--- config.mk ---
export PLATFORM = sky130hd
export DESIGN_NAME = multicycle_controller
export DESIGN_NICKNAME = d
export VERILOG_FILES = /design/src/rtl/multicycle_controller.sv
export SDC_FILE = /design/constraint.sdc
export NUM_CORES = 1
export LEC_CHECK = 0
export ABC_AREA = 1
export BUFFER_PORTS_ARGS = -buffer_cell sky130_fd_sc_hd__buf_4
export CORE_MARGIN = 3
export CORE_UTILIZATION = 50
export CTS_BUF_LIST = sky130_fd_sc_hd__clkbuf_8
export CTS_CLUSTER_DIAMETER = 30
export DETAILED_ROUTE_END_ITERATION = 6
export HOLD_SLACK_MARGIN = 0.05
export PLACE_DENSITY = 0.83
export SLEW_MARGIN = 20
export SYNTH_ARGS = -nofsm -noshare
export SYNTH_HDL_FRONTEND = slang
export SYNTH_SLANG_ARGS = --single-unit
--- constraint.sdc ---
create_clock -name clk -period 2.1 [get_ports clk]
set_input_delay 0.21 -clock clk [delete_from_list [all_inputs] [get_ports clk]]
set_output_delay 0.21 -clock clk [all_outputs]
set_load 0.05 [all_outputs]
--- src/rtl/multicycle_controller.sv ---
// Control FSM for the multicycle RV32 datapath: sequences fetch/decode/execute, drives every
// enable and mux select, and bounds each shared-memory handshake with a timeout.
module multicycle_controller #(
   parameter int TIMEOUT = 16,
   parameter int CNT_W   = 5
) (
   input  logic       clk,
   input  logic       reset,
   input  logic [6:0] op,
   input  logic [2:0] funct3,
   input  logic       funct7b5,
   input  logic       zero,
   input  logic       mem_ready,
   output logic       mem_req,
   output logic       memwrite,
   output logic       adrsrc,
   output logic       irwrite,
   output logic       pcwrite,
   output logic       regwrite,
   output logic [1:0] resultsrc,
   output logic [1:0] alusrca,
   output logic [1:0] alusrcb,
   output logic [1:0] immsrc,
   output logic [2:0] alucontrol,
   output logic       illegal_op,
   output logic       mem_err
);

   typedef enum logic [3:0] {
      FETCH, DECODE, MEMADR, MEMREAD, MEMWB, MEMWRITE, EXECR, EXECI, ALUWB, BEQ, JAL
   } state_t;

   typedef enum logic [1:0] {ALU_ADD, ALU_SUB, ALU_FUNCT} aluop_t;

   localparam logic [6:0] OP_LW  = 7'b0000011;
   localparam logic [6:0] OP_SW  = 7'b0100011;
   localparam logic [6:0] OP_R   = 7'b0110011;
   localparam logic [6:0] OP_I   = 7'b0010011;
   localparam logic [6:0] OP_BEQ = 7'b1100011;
   localparam logic [6:0] OP_JAL = 7'b1101111;
   localparam logic [CNT_W-1:0] LIMIT = CNT_W'(TIMEOUT - 1);

   state_t           state, state_next;
   aluop_t           aluop;
   logic [CNT_W-1:0] wait_cnt;
   logic             mem_wait, timeout;
   logic             req_c, wr_c, ir_c, pc_c, rw_c, ill_c;

   assign mem_wait = ((state == FETCH) || (state == MEMREAD) || (state == MEMWRITE)) && !mem_ready;
   assign timeout  = mem_wait && (wait_cnt == LIMIT);

   // NOTE: sequential state uses non-blocking assignments so every register samples pre-edge values.
   always_ff @(posedge clk or negedge reset) begin
      if (!reset) begin
         state    <= FETCH;
         wait_cnt <= '0;
      end else begin
         state    <= state_next;
         wait_cnt <= (mem_wait && !timeout) ? wait_cnt + CNT_W'(1) : '0;
      end
   end

   // NOTE: every output of this block gets a default first, so no path can infer a latch.
   always_comb begin
      state_next = state;
      aluop      = ALU_ADD;
      req_c      = 1'b0;
      wr_c       = 1'b0;
      ir_c       = 1'b0;
      pc_c       = 1'b0;
      rw_c       = 1'b0;
      ill_c      = 1'b0;
      adrsrc     = 1'b0;
      resultsrc  = 2'b00;
      alusrca    = 2'b00;
      alusrcb    = 2'b00;
      unique case (state)
         FETCH: begin
            req_c     = 1'b1;
            alusrcb   = 2'b10;
            resultsrc = 2'b10;
            ir_c      = mem_ready;
            pc_c      = mem_ready;
            if (mem_ready) state_next = DECODE;
         end
         DECODE: begin
            alusrca = 2'b01;
            alusrcb = 2'b01;
            unique case (op)
               OP_LW, OP_SW: state_next = MEMADR;
               OP_R:         state_next = EXECR;
               OP_I:         state_next = EXECI;
               OP_BEQ:       state_next = BEQ;
               OP_JAL:       state_next = JAL;
               default: begin
                  ill_c      = 1'b1;
                  state_next = FETCH;
               end
            endcase
         end
         MEMADR: begin
            alusrca    = 2'b10;
            alusrcb    = 2'b01;
            state_next = op[5] ? MEMWRITE : MEMREAD;
         end
         MEMREAD: begin
            req_c  = 1'b1;
            adrsrc = 1'b1;
            if (mem_ready)    state_next = MEMWB;
            else if (timeout) state_next = FETCH;
         end
         MEMWB: begin
            resultsrc  = 2'b01;
            rw_c       = 1'b1;
            state_next = FETCH;
         end
         MEMWRITE: begin
            req_c  = 1'b1;
            wr_c   = 1'b1;
            adrsrc = 1'b1;
            if (mem_ready || timeout) state_next = FETCH;
         end
         EXECR: begin
            alusrca    = 2'b10;
            aluop      = ALU_FUNCT;
            state_next = ALUWB;
         end
         EXECI: begin
            alusrca    = 2'b10;
            alusrcb    = 2'b01;
            aluop      = ALU_FUNCT;
            state_next = ALUWB;
         end
         ALUWB: begin
            rw_c       = 1'b1;
            state_next = FETCH;
         end
         BEQ: begin
            alusrca    = 2'b10;
            aluop      = ALU_SUB;
            pc_c       = zero;
            state_next = FETCH;
         end
         JAL: begin
            alusrca    = 2'b01;
            alusrcb    = 2'b10;
            pc_c       = 1'b1;
            state_next = ALUWB;
         end
         default: state_next = FETCH;
      endcase
   end

   // Strobes are gated by reset so nothing fires while the FSM is held in FETCH.
   assign mem_req    = reset & req_c;
   assign memwrite   = reset & wr_c;
   assign irwrite    = reset & ir_c;
   assign pcwrite    = reset & pc_c;
   assign regwrite   = reset & rw_c;
   assign illegal_op = reset & ill_c;
   assign mem_err    = reset & timeout;

   always_comb begin
      unique case (op)
         OP_SW:   immsrc = 2'b01;
         OP_BEQ:  immsrc = 2'b10;
         OP_JAL:  immsrc = 2'b11;
         default: immsrc = 2'b00;
      endcase
   end

   always_comb begin
      unique case (aluop)
         ALU_ADD: alucontrol = 3'b000;
         ALU_SUB: alucontrol = 3'b001;
         default: begin
            unique case (funct3)
               3'b000:  alucontrol = (op[5] && funct7b5) ? 3'b001 : 3'b000;
               3'b010:  alucontrol = 3'b101;
               3'b110:  alucontrol = 3'b011;
               3'b111:  alucontrol = 3'b010;
               default: alucontrol = 3'b000;
            endcase
         end
      endcase
   end

endmodule

==> metrics.md, run 1 <==
| Metric | Value |
|---|---|
| Sequential share of the synthesized area | `0.275` |
| RSZ-0062 raised after global routing | `false` |
| Hold buffers post-CTS | `1` |
| Crit Path Class | `register to primary output` |
| Final wirelength | `2000 um` |
| PwrDens | `995 nW/um^2` |
| Wl on met1 | `858 um` |
| Core Box Area | `1420 um^2` |
| RR Endpoint | `wait_cnt[2]` |
| Critical Path AT | `1.65 ns` |
| Vias/cell | `5.13` |
| Port Buffers | `33` |
| Final Setup Violations | `0` |
| Antenna cells | `0` |
| Final ANT Viol Nets | `0` |
| HP Class | `input port to register` |
| Worst vdd ir | `0.596 mV` |
| Drt wl/cell | `11.0 um` |
| CTS Sinks | `9` |
| Met3 wire length | `127 um` |
| Max Freq | `537 MHz` |
| Dpl ws | `0.473 ns` |
| Syn Inst Count | `129` |
| Critical Path Start Type | `register` |
| Die area | `2160 um^2` |
| Crit path time final | `1.86 ns` |
| Worst relative slew slack | `0.798` |
| Hold EP | `state[2]` |
| CTS H-tree lvls | `1` |
| Initial antenna violation count | `0` |
| Max layer used | `met4` |
| Vias in the first global route | `891` |
| Clk Latency, worst-skew pair | `0.23 ns` |
| Required time worst endpoint | `1.89 ns` |
| Synth cell types | `22` |
| Postcts setup bufs | `0` |
| Final Skew | `0.000908 ns` |
| Placed insts | `176` |
| Worst Path Max Fanout | `4` |
| Final Hold Viols | `0` |
| Synth top area share | `0.275` |
| Clock buffer depth | `2` |
| Mapped Avg Cell Area | `6.34 um^2` |
| Flops & latches, synth | `9` |
| Area Growth Syn to Fin | `38.5%` |
| Reg2Reg Depth | `7` |
| Iteration count of the initial detailed-routing pass | `4` |
| Dpl hpwl | `1690 um` |
| Metal2 WL | `988 um` |
| CP Capture Type | `primary output` |
| Non-filler cells, final | `181` |
| DRC | `0` |
| Synth area leaders | `dfrtp_1 28%, nand2_1 16%, inv_1 13%` |
| FF-to-FF Start | `wait_cnt[0]` |
| Synth area leader | `dfrtp_1` |
| Synth warn | `0` |
| Worst hold margin | `0.255 ns` |
| CTS root buffer | `clkbuf_8` |
| Die width | `46.5 um` |
| Worst Hold Path Cells | `3` |
| Fin. max-slew vios | `0` |
| First-pass GRT wire length | `3390 um` |
| Setup TNS | `0 ns` |
| TritonCTS clock tree | `done` |
| Grt ovf | `0` |
| Max Cap Viol | `0` |
| Post_cts resized | `0` |
| Static Leakage | `0.661 nW` |
| Outcome | `finished clean` |
| Initial drt markers | `24` |
| Worst Tran Pin Value | `0.300 ns` |
| Net count reported at finish | `184` |
| Cell Rows | `13` |
| Clk slew on worst S/H paths | `0.04 ns` |
| Initial Utilization | `0.578` |
| Pin count of the biggest net entering global routing | `13` |
| # IOs | `34` |
| GP Congestion | `0.853` |
| Share of cells above drive strength 1 | `0.271` |
| GRT Total Usage | `0.220` |
| Tcrit/Tclk final | `0.887` |
| Syn_nets | `146` |
| Setup ws final | `0.237 ns` |
| Die Height | `46.5 um` |
| Critical hold path startpoint | `op[5]` |
| Synthesized area | `818 um^2` |
| DR vias | `928` |
| CTS Buf Count | `3` |
| R2R setup slack | `0.67 ns` |
[flip-flops by register name, summed over array words and instances, names as in the netlist]
signal and cells:
state 4, wait_cnt 5
[cells in the mapped netlist]
library cell	count
nor2_4	2
nand3_2	2
o211ai_1	1
ha_1	2
nor4_2	1
o21ai_0	2
a21oi_1	1
o221ai_1	1
a211oi_1	1
dfrtp_1	9
o2111ai_1	1
nand3_1	9
nor2_2	1
nor2_1	21
nand3_4	1
nor3_1	3
nand2_1	34
xor2_1	1
inv_1	28
nor3b_2	1
nand4_1	6
buf_6	1
[cell usage in the layout (no fill, tap or decap), drive strengths merged, types with 2 or more instances in the layout]
cell type / instances
ha: 2
nand4: 6
nor2: 24
clkbuf: 3
inv: 29
nand3: 12
dfrtp: 9
o21ai: 2
nor3: 3
buf: 33
nand2: 34
[cell type report]
cell class | instances | area (um^2)
clock buffer | 3 | 41.3
clock inverter | 1 | 3.75
fill | 118 | 282
inverter | 28 | 105
multi-input combinational | 91 | 482
sequential | 9 | 225
tap | 15 | 18.8
timing repair buffer | 34 | 258
[kinds of logic after synthesis]
family,after synthesis,share of synthesized area
AND/OR/NAND/NOR,81,0.483
buffers and inverters,29,0.142
flip-flops,9,0.275
AO/OA/AOI/OAI,7,0.0581
adder cells (fa/ha/maj),2,0.0306
XOR/XNOR,1,0.0107
[critical path: stages, from the launching register on]
cell,delay (ns)
dfrtp_1,0.36
ha_1,0.18
nand2_1,0.07
nor2_1,0.09
ha_1,0.14
inv_1,0.09
nor4_2,0.26
buf_4,0.24
[power by group]
group	switching [mW]	internal [mW]	leakage, nW
Clock	0.0649	0.127	0.0269
Sequential	0.0247	0.201	0.122
Combinational	0.505	0.205	0.512
Total	0.595	0.533	0.661
[routing by layer]
layer,vias to the layer above,global-route usage
li1,483,-
met1,413,0.252
met2,28,0.382
met3,4,0.0430
met4,0,0.108
met5,-,0
[stage by stage]
stage / cell area (um^2) / utilization / total power [mW]
after global placement: 1080 / 0.762 / 0.916
after detailed placement: 1080 / 0.762 / 0.933
after floorplan: 823 / - / 0.742
final: 1130 / 0.801 / 1.13
after CTS: 1130 / 0.801 / 1.13
after global routing: 1130 / 0.801 / 1.20
[worst max path at each step]
stage / depth (start not counted) / from / end
after floorplan: 6 / state[1] / irwrite
after global placement: 7 / wait_cnt[0] / mem_err
after detailed placement: 7 / wait_cnt[0] / mem_err
after CTS: 7 / wait_cnt[0] / mem_err
after global routing: 7 / wait_cnt[0] / mem_err
final: 7 / wait_cnt[0] / mem_err
No activity file was read; power rests on OpenSTA's default activity.
==> inputs of run 2 (changes only) <==
ABC_AREA = 0   (was 1)
CAP_MARGIN = 25   (was unset)
==> run 2 against run 1 <==
Synthesized cell count down 21%. Setup slack worse by 0.12 ns. Die area up 1.3%. Clock-buffer cell count unchanged. Power up 7.8%. Register-to-register slack worse by 0.46 ns. Utilization down 2.3 points. Critical path type unchanged. Largest cell class unchanged.
==> metrics.md, run 2 <==
| Metric | Value |
|---|---|
| Dpl hpwl | `1710 um (was 1690 um)` |
| Synth area leaders | `dfrtp_1 27%, nor2_1 5.9%, nor3_1 4.2% (was dfrtp_1 28%, nand2_1 16%, inv_1 13%)` |
| Net count reported at finish | `156 (was 184)` |
| Syn_nets | `119 (was 146)` |
| Synthesized area | `831 um^2 (was 818 um^2)` |
| Port Buffers | `33 (unchanged)` |
| Clock buffer depth | `2 (unchanged)` |
| Grt ovf | `0 (unchanged)` |
| Die Height | `46.8 um (was 46.5 um)` |
| Sequential share of the synthesized area | `0.271 (was 0.275)` |
| Initial drt markers | `23 (was 24)` |
| Pin count of the biggest net entering global routing | `18 (was 13)` |
| Iteration count of the initial detailed-routing pass | `4 (unchanged)` |
| Initial Utilization | `0.539 (was 0.578)` |
| Fill cells | `122 (was 118)` |
| Final Skew | `0.00242 ns (was 0.000908 ns)` |
| RSZ-0062 raised after global routing | `false (unchanged)` |
| Max Cap Viol | `0 (unchanged)` |
| Core Box Area | `1540 um^2 (was 1420 um^2)` |
| Postcts setup bufs | `0 (unchanged)` |
| Mapped Avg Cell Area | `8.15 um^2 (was 6.34 um^2)` |
| Critical Path Start Type | `register (unchanged)` |
| Initial antenna violation count | `0 (unchanged)` |
| Dpl ws | `0.262 ns (was 0.473 ns)` |
| Static Leakage | `0.547 nW (was 0.661 nW)` |
| Flops & latches, synth | `9 (unchanged)` |
| Setup ws final | `0.119 ns (was 0.237 ns)` |
| CTS Buf Count | `3 (unchanged)` |
| Vias/cell | `5.99 (was 5.13)` |
| Required time worst endpoint | `1.89 ns (about the same)` |
| Most frequent cells in the layout | `37 x buf_4, 13 x nor2_1, 7 x dfrtp_1 (was 34 x nand2_1, 33 x buf_4, 29 x inv_1)` |
| Syn Inst Count | `102 (was 129)` |
| Final Setup Violations | `0 (unchanged)` |
| Max Freq | `505 MHz (was 537 MHz)` |
| Final Hold Viols | `0 (unchanged)` |
| Synth warn | `0 (unchanged)` |
| Worst relative slew slack | `0.712 (was 0.798)` |
| TritonCTS clock tree | `done (unchanged)` |
| Top cells by count, synth | `13 x nor2_1, 9 x dfrtp_1, 7 x nor3_1, 6 x inv_1, 6 x nand2_1 (was 34 x nand2_1, 28 x inv_1, 21 x nor2_1, 9 x dfrtp_1, 9 x nand3_1)` |
| CTS Sinks | `9 (unchanged)` |
| Drt wl/cell | `14.3 um (was 11.0 um)` |
| Synth cell types | `42 (was 22)` |
| DR vias | `923 (was 928)` |
| Most common cell after layout, fill and taps aside | `buf_4 (was nand2_1)` |
| Final wirelength | `2200 um (was 2000 um)` |
| Worst Path Max Fanout | `17 (was 4)` |
| Final core occ | `0.778 (was 0.801)` |
| PwrDens | `1010 nW/um^2 (was 995 nW/um^2)` |
| Die area | `2190 um^2 (was 2160 um^2)` |
| CP Capture Type | `primary output (unchanged)` |
| Worst vdd ir | `0.654 mV (was 0.596 mV)` |
| Tcrit/Tclk final | `0.943 (was 0.887)` |
| Share of cells above drive strength 1 | `0.420 (was 0.271)` |
| Regs by FF count | `wait_cnt (5), state (4) (unchanged)` |
| Crit Path Class | `register to primary output (unchanged)` |
| Cell Rows | `14 (was 13)` |
| GRT Total Usage | `0.213 (was 0.220)` |
| Top-count cell post-synth | `nor2_1 (was nand2_1)` |
| Fin. max-slew vios | `0 (unchanged)` |
| DRC | `0 (unchanged)` |
| GP Congestion | `0.843 (was 0.853)` |
| CTS H-tree lvls | `1 (unchanged)` |
| Area Growth Syn to Fin | `44.3% (was 38.5%)` |
| Synth area leader | `dfrtp_1 (unchanged)` |
| Clk Latency, worst-skew pair | `0.23 ns (about the same)` |
| Synth top area share | `0.271 (was 0.275)` |
| Clk slew on worst S/H paths | `0.05 ns (was 0.04 ns)` |
| Crit path time final | `1.98 ns (was 1.86 ns)` |
| Max reg flops | `5 (unchanged)` |
| Post-synth EDFFs | `0 (unchanged)` |
| HP Class | `input port to register (unchanged)` |
| Die width | `46.8 um (was 46.5 um)` |
| CTS root buffer | `clkbuf_8 (unchanged)` |
| Critical Path AT | `1.77 ns (was 1.65 ns)` |
| Main synth FF type | `dfrtp_1 (unchanged)` |
| Vias in the first global route | `852 (was 891)` |
| First-pass GRT wire length | `3460 um (was 3390 um)` |
| Biggest register | `wait_cnt (unchanged)` |
| Outcome | `finished clean (unchanged)` |
| Worst Tran Pin Value | `0.431 ns (was 0.300 ns)` |
| Antenna cells | `0 (unchanged)` |
| Final ANT Viol Nets | `0 (unchanged)` |
| Async set or reset register ratio after synthesis | `1.00 (unchanged)` |
| # IOs | `34 (unchanged)` |
## run 2: cell count changes after synthesis, moves of 3 or more
cell      delta
a31oi_1      +3
buf_4        +3
o21ai_0      +3
nor3_1       +4
inv_1       -22
nor2_1       -8
nand4_1      -5
nand3_1      -6
and3_1       +4
nand2b_1     +3
nand2_1     -28
## run 2: logic make-up (layout without fill, tap and decap cells)
logic type                 Yosys count  count (layout)  synth area share
AOI/OAI and AO/OA                   20              20             0.188
adders and majority gates            2               2            0.0301
DFF                                  9               9             0.271
buffers and inverters               12              48            0.0708
muxes                                3               3            0.0377
and+or+nand+nor                     52              52             0.351
xor gates and xnor gates             4               4            0.0512
## run 2: final cells by class
type	count	area, um^2	share of cell area
multi-input cells	81	594	0.496
repair buffers	38	288	0.240
clock buffers	3	41.3	0.0344
inverters	6	22.5	0.0188
flip-flops and latches	9	228	0.190
well taps	16	20.0	0.0167
clock inverters	1	5.00	0.00418
## run 2: worst max-delay path: stages (launching register included)
cell     delay, ns
dfrtp_2       0.53
xnor2_2       0.32
mux2i_1       0.18
nor3_4        0.14
and3b_1       0.17
buf_4         0.19
## run 2: final timing paths
kind / startpoint / endpoint / slack [ns] / depth (start not counted)
setup / recovery: state[0] / mem_err / 0.12 / 5
hold / removal: op[4] / state[2] / 0.24 / 3
setup reg to reg: wait_cnt[0] / state[1] / 0.21 / 7
hold reg to reg: wait_cnt[0] / wait_cnt[0] / 0.47 / 1
max in group asynchronous: reset / state[2] / 1.59 / 2
min in group asynchronous: reset / state[0] / 0.35 / 2
## run 2: report_power, final
group	leakage [nW]	switching, mW	total [mW]	internal [mW]
logic	0.402	0.456	0.735	0.279
registers	0.120	0.0741	0.276	0.202
clock network	0.0255	0.0748	0.205	0.130
## run 2: routing by layer
metal	GRT usage	vias to the layer above	share of wire
met5	0	-	0
met4	0	0	0
met3	0.0460	0	0.076
met2	0.404	43	0.52
met1	0.260	436	0.40
li1	-	444	-
## run 2: stage by stage
step           setup TNS [ns]  total power, mW  cell area, um^2  std cells  hold slack [ns]
6_report                    0             1.22             1200        154            0.242
5_1_grt                     0             1.27             1200        154            0.248
4_1_cts                     0             1.21             1200        154            0.241
3_5_place_dp                0             1.00             1140        149           0.0524
3_3_place_gp                0            0.989             1140        149           0.0507
2_1_floorplan          -0.208            0.817              878        102          -0.0856
## run 2: timing repair
item | 4_1_cts | 5_1_grt
gates resized for setup | 1 | 1
hold buffers | 1 | 0
endpoints found under the setup margin | 1 | 1
endpoints found under the hold margin | 9 | 0
==> inputs of run 3 (changes only) <==
MAX_ROUTING_LAYER = met4   (was unset)
REMOVE_ABC_BUFFERS = 1   (was unset)
SKIP_CTS_REPAIR_TIMING = 1   (was unset)
==> run 3 against run 2 <==
Die area did not move. Design area shrank 3.9%. Setup slack worse by 0.031 ns. Via count fell by 0.11%. Sequential power up 2%. Clock skew increased by 0.0039 ns. Global-route usage is 2.6 points higher. Clock power is essentially flat. Largest power group unchanged. Non-clock buffer count decreased by 2. Critical endpoint is now regwrite. Sequential share of layout area grew 0.76 points.
==> metrics.md, run 3 (same netlist as run 2, synthesis figures left out) <==
| Metric | Value |
|---|---|
| Outcome | `finished clean (unchanged)` |
| Fin area | `1150 um^2 (was 1200 um^2)` |
| Max reg flops | `5 (unchanged)` |
| Vias in the first global route | `840 (was 852)` |
| Critical hold path startpoint | `op[4] (unchanged)` |
| First-pass GRT wire length | `3610 um (was 3460 um)` |
| Worst Path Max Fanout | `16 (was 17)` |
| Clk slew on worst S/H paths | `0.04 ns (was 0.05 ns)` |
| Final ANT Viol Nets | `0 (unchanged)` |
| CTS H-tree lvls | `1 (unchanged)` |
| GP Congestion | `0.868 (was 0.843)` |
| Net count reported at finish | `154 (was 156)` |
| DRC | `0 (unchanged)` |
| Share of cells above drive strength 1 | `0.360 (was 0.420)` |
| Worst Hold Path Cells | `3 (unchanged)` |
| Static Leakage | `0.524 nW (was 0.547 nW)` |
| RR Endpoint | `state[1] (unchanged)` |
| R2R setup slack | `0.18 ns (was 0.21 ns)` |
| Cell Rows | `14 (unchanged)` |
| Grt ovf | `0 (unchanged)` |
| Drt wl/cell | `15.3 um (was 14.3 um)` |
| Most common cell after layout, fill and taps aside | `buf_4 (unchanged)` |
| Placed Area | `1080 um^2 (was 1140 um^2)` |
| TritonCTS clock tree | `done (unchanged)` |
| Core Box Area | `1540 um^2 (unchanged)` |
| Final wirelength | `2320 um (was 2200 um)` |
| Critical Path AT | `1.80 ns (was 1.77 ns)` |
| Area Growth Syn to Fin | `38.7% (was 44.3%)` |
| Clk Latency, worst-skew pair | `0.24 ns (was 0.23 ns)` |
| Dpl hpwl | `1700 um (was 1710 um)` |
| Clock buffer depth | `2 (unchanged)` |
| CP Capture Type | `primary output (unchanged)` |
| Die area | `2190 um^2 (unchanged)` |
| Initial Utilization | `0.539 (unchanged)` |
| Fill cells | `115 (was 122)` |
| Final Skew | `0.00633 ns (was 0.00242 ns)` |
| HP Class | `input port to register (unchanged)` |
| Worst Tran Pin Value | `0.576 ns (was 0.431 ns)` |
| Antenna cells | `0 (unchanged)` |
| DR vias | `922 (was 923)` |
| Critical Path Start Type | `register (unchanged)` |
| Non-filler cells, final | `152 (was 154)` |
| Final Hold Viols | `0 (unchanged)` |
| Crit path time final | `2.01 ns (was 1.98 ns)` |
| Max Cap Viol | `0 (unchanged)` |
| Die Height | `46.8 um (unchanged)` |
| Initial drt markers | `15 (was 23)` |
| Reg2Reg Depth | `7 (unchanged)` |
| Worst vdd ir | `0.822 mV (was 0.654 mV)` |
| Iteration count of the initial detailed-routing pass | `4 (unchanged)` |
| Final Setup Violations | `0 (unchanged)` |
| Regs by FF count | `wait_cnt (5), state (4) (unchanged)` |
| Initial antenna violation count | `0 (unchanged)` |
| Tcrit/Tclk final | `0.958 (was 0.943)` |
| Port Buffers | `33 (unchanged)` |
| FF-to-FF Start | `wait_cnt[0] (unchanged)` |
| Pin count of the biggest net entering global routing | `18 (unchanged)` |
| Worst relative slew slack | `0.616 (was 0.712)` |
| GRT Total Usage | `0.239 (was 0.213)` |
| Hold EP | `state[2] (unchanged)` |
| Vias/cell | `6.07 (was 5.99)` |
| Most frequent cells in the layout | `35 x buf_4, 13 x nor2_1, 7 x nor3_1, 7 x dfrtp_1 (was 37 x buf_4, 13 x nor2_1, 7 x dfrtp_1)` |
| Placed insts | `147 (was 149)` |
| CTS root buffer | `clkbuf_8 (unchanged)` |
| RSZ-0062 raised after global routing | `false (unchanged)` |
| Max Freq | `497 MHz (was 505 MHz)` |
| CTS Sinks | `9 (unchanged)` |
| Biggest register | `wait_cnt (unchanged)` |
| Die width | `46.8 um (unchanged)` |
| Crit Path Class | `register to primary output (unchanged)` |
| CTS Buf Count | `3 (unchanged)` |
| Required time worst endpoint | `1.89 ns (about the same)` |
| Fin. max-slew vios | `0 (unchanged)` |
| PwrDens | `1050 nW/um^2 (was 1010 nW/um^2)` |
| # IOs | `34 (unchanged)` |
[run 3: changes by cell type in the layout (fill, tap and decap cells not counted), sizes merged]
cell  previous run  this run
buf             37        35
[run 3: where the power goes]
group	switching (mW)	total (mW)	internal (mW)
Clock	0.0758	0.206	0.130
Combinational	0.451	0.727	0.276
Sequential	0.0791	0.281	0.202
Total	0.606	1.21	0.608
[run 3: metrics by stage]
step           power, mW  TNS, ns  setup slack (ns)  utilization  hold slack, ns
3_3_place_gp       0.955        0             0.266        0.699          0.0496
6_report            1.21        0            0.0873        0.748           0.251
2_1_floorplan      0.758    -4.91             -1.31            -         -0.0856
5_1_grt             1.27        0           0.00379        0.748           0.259
3_5_place_dp       0.971        0             0.238        0.699          0.0503
4_1_cts             1.19  -0.0264           -0.0264        0.729          -0.202
[run 3: metal layers]
layer  up-vias  global-route usage  share of wire
met5         -                   -              0
met4         0              0.0773          0.019
met3         4              0.0613          0.074
met2        39               0.385           0.53
met1       440               0.290           0.38
li1        439                   -              -
[run 3: cell type report]
| type | count | area [um^2] | area share |
|---|---|---|---|
| Clock buffer | 3 | 41.3 | 0.0358 |
| Clock inverter | 1 | 5.00 | 0.00434 |
| Tap cell | 16 | 20.0 | 0.0174 |
| Sequential cell | 9 | 228 | 0.198 |
| Multi-Input combinational cell | 81 | 563 | 0.489 |
| Inverter | 6 | 22.5 | 0.0195 |
| Timing Repair Buffer | 36 | 273 | 0.237 |
[run 3: worst max-delay path: stages, from the launching register on]
cell       delay [ns]
dfrtp_1          0.58
nand2b_1         0.31
a2111oi_0        0.40
buf_4            0.27
[run 3: worst max-delay path by stage]
stage	endpoint	depth (start not counted)	start	slack [ns]
2_1_floorplan	regwrite	2	state[3]	-1.31
3_3_place_gp	mem_err	5	state[0]	0.27
3_5_place_dp	mem_err	5	state[0]	0.24
4_1_cts	mem_err	5	state[0]	-0.03
5_1_grt	alucontrol[0]	4	state[3]	0.004
6_report	regwrite	3	state[3]	0.09
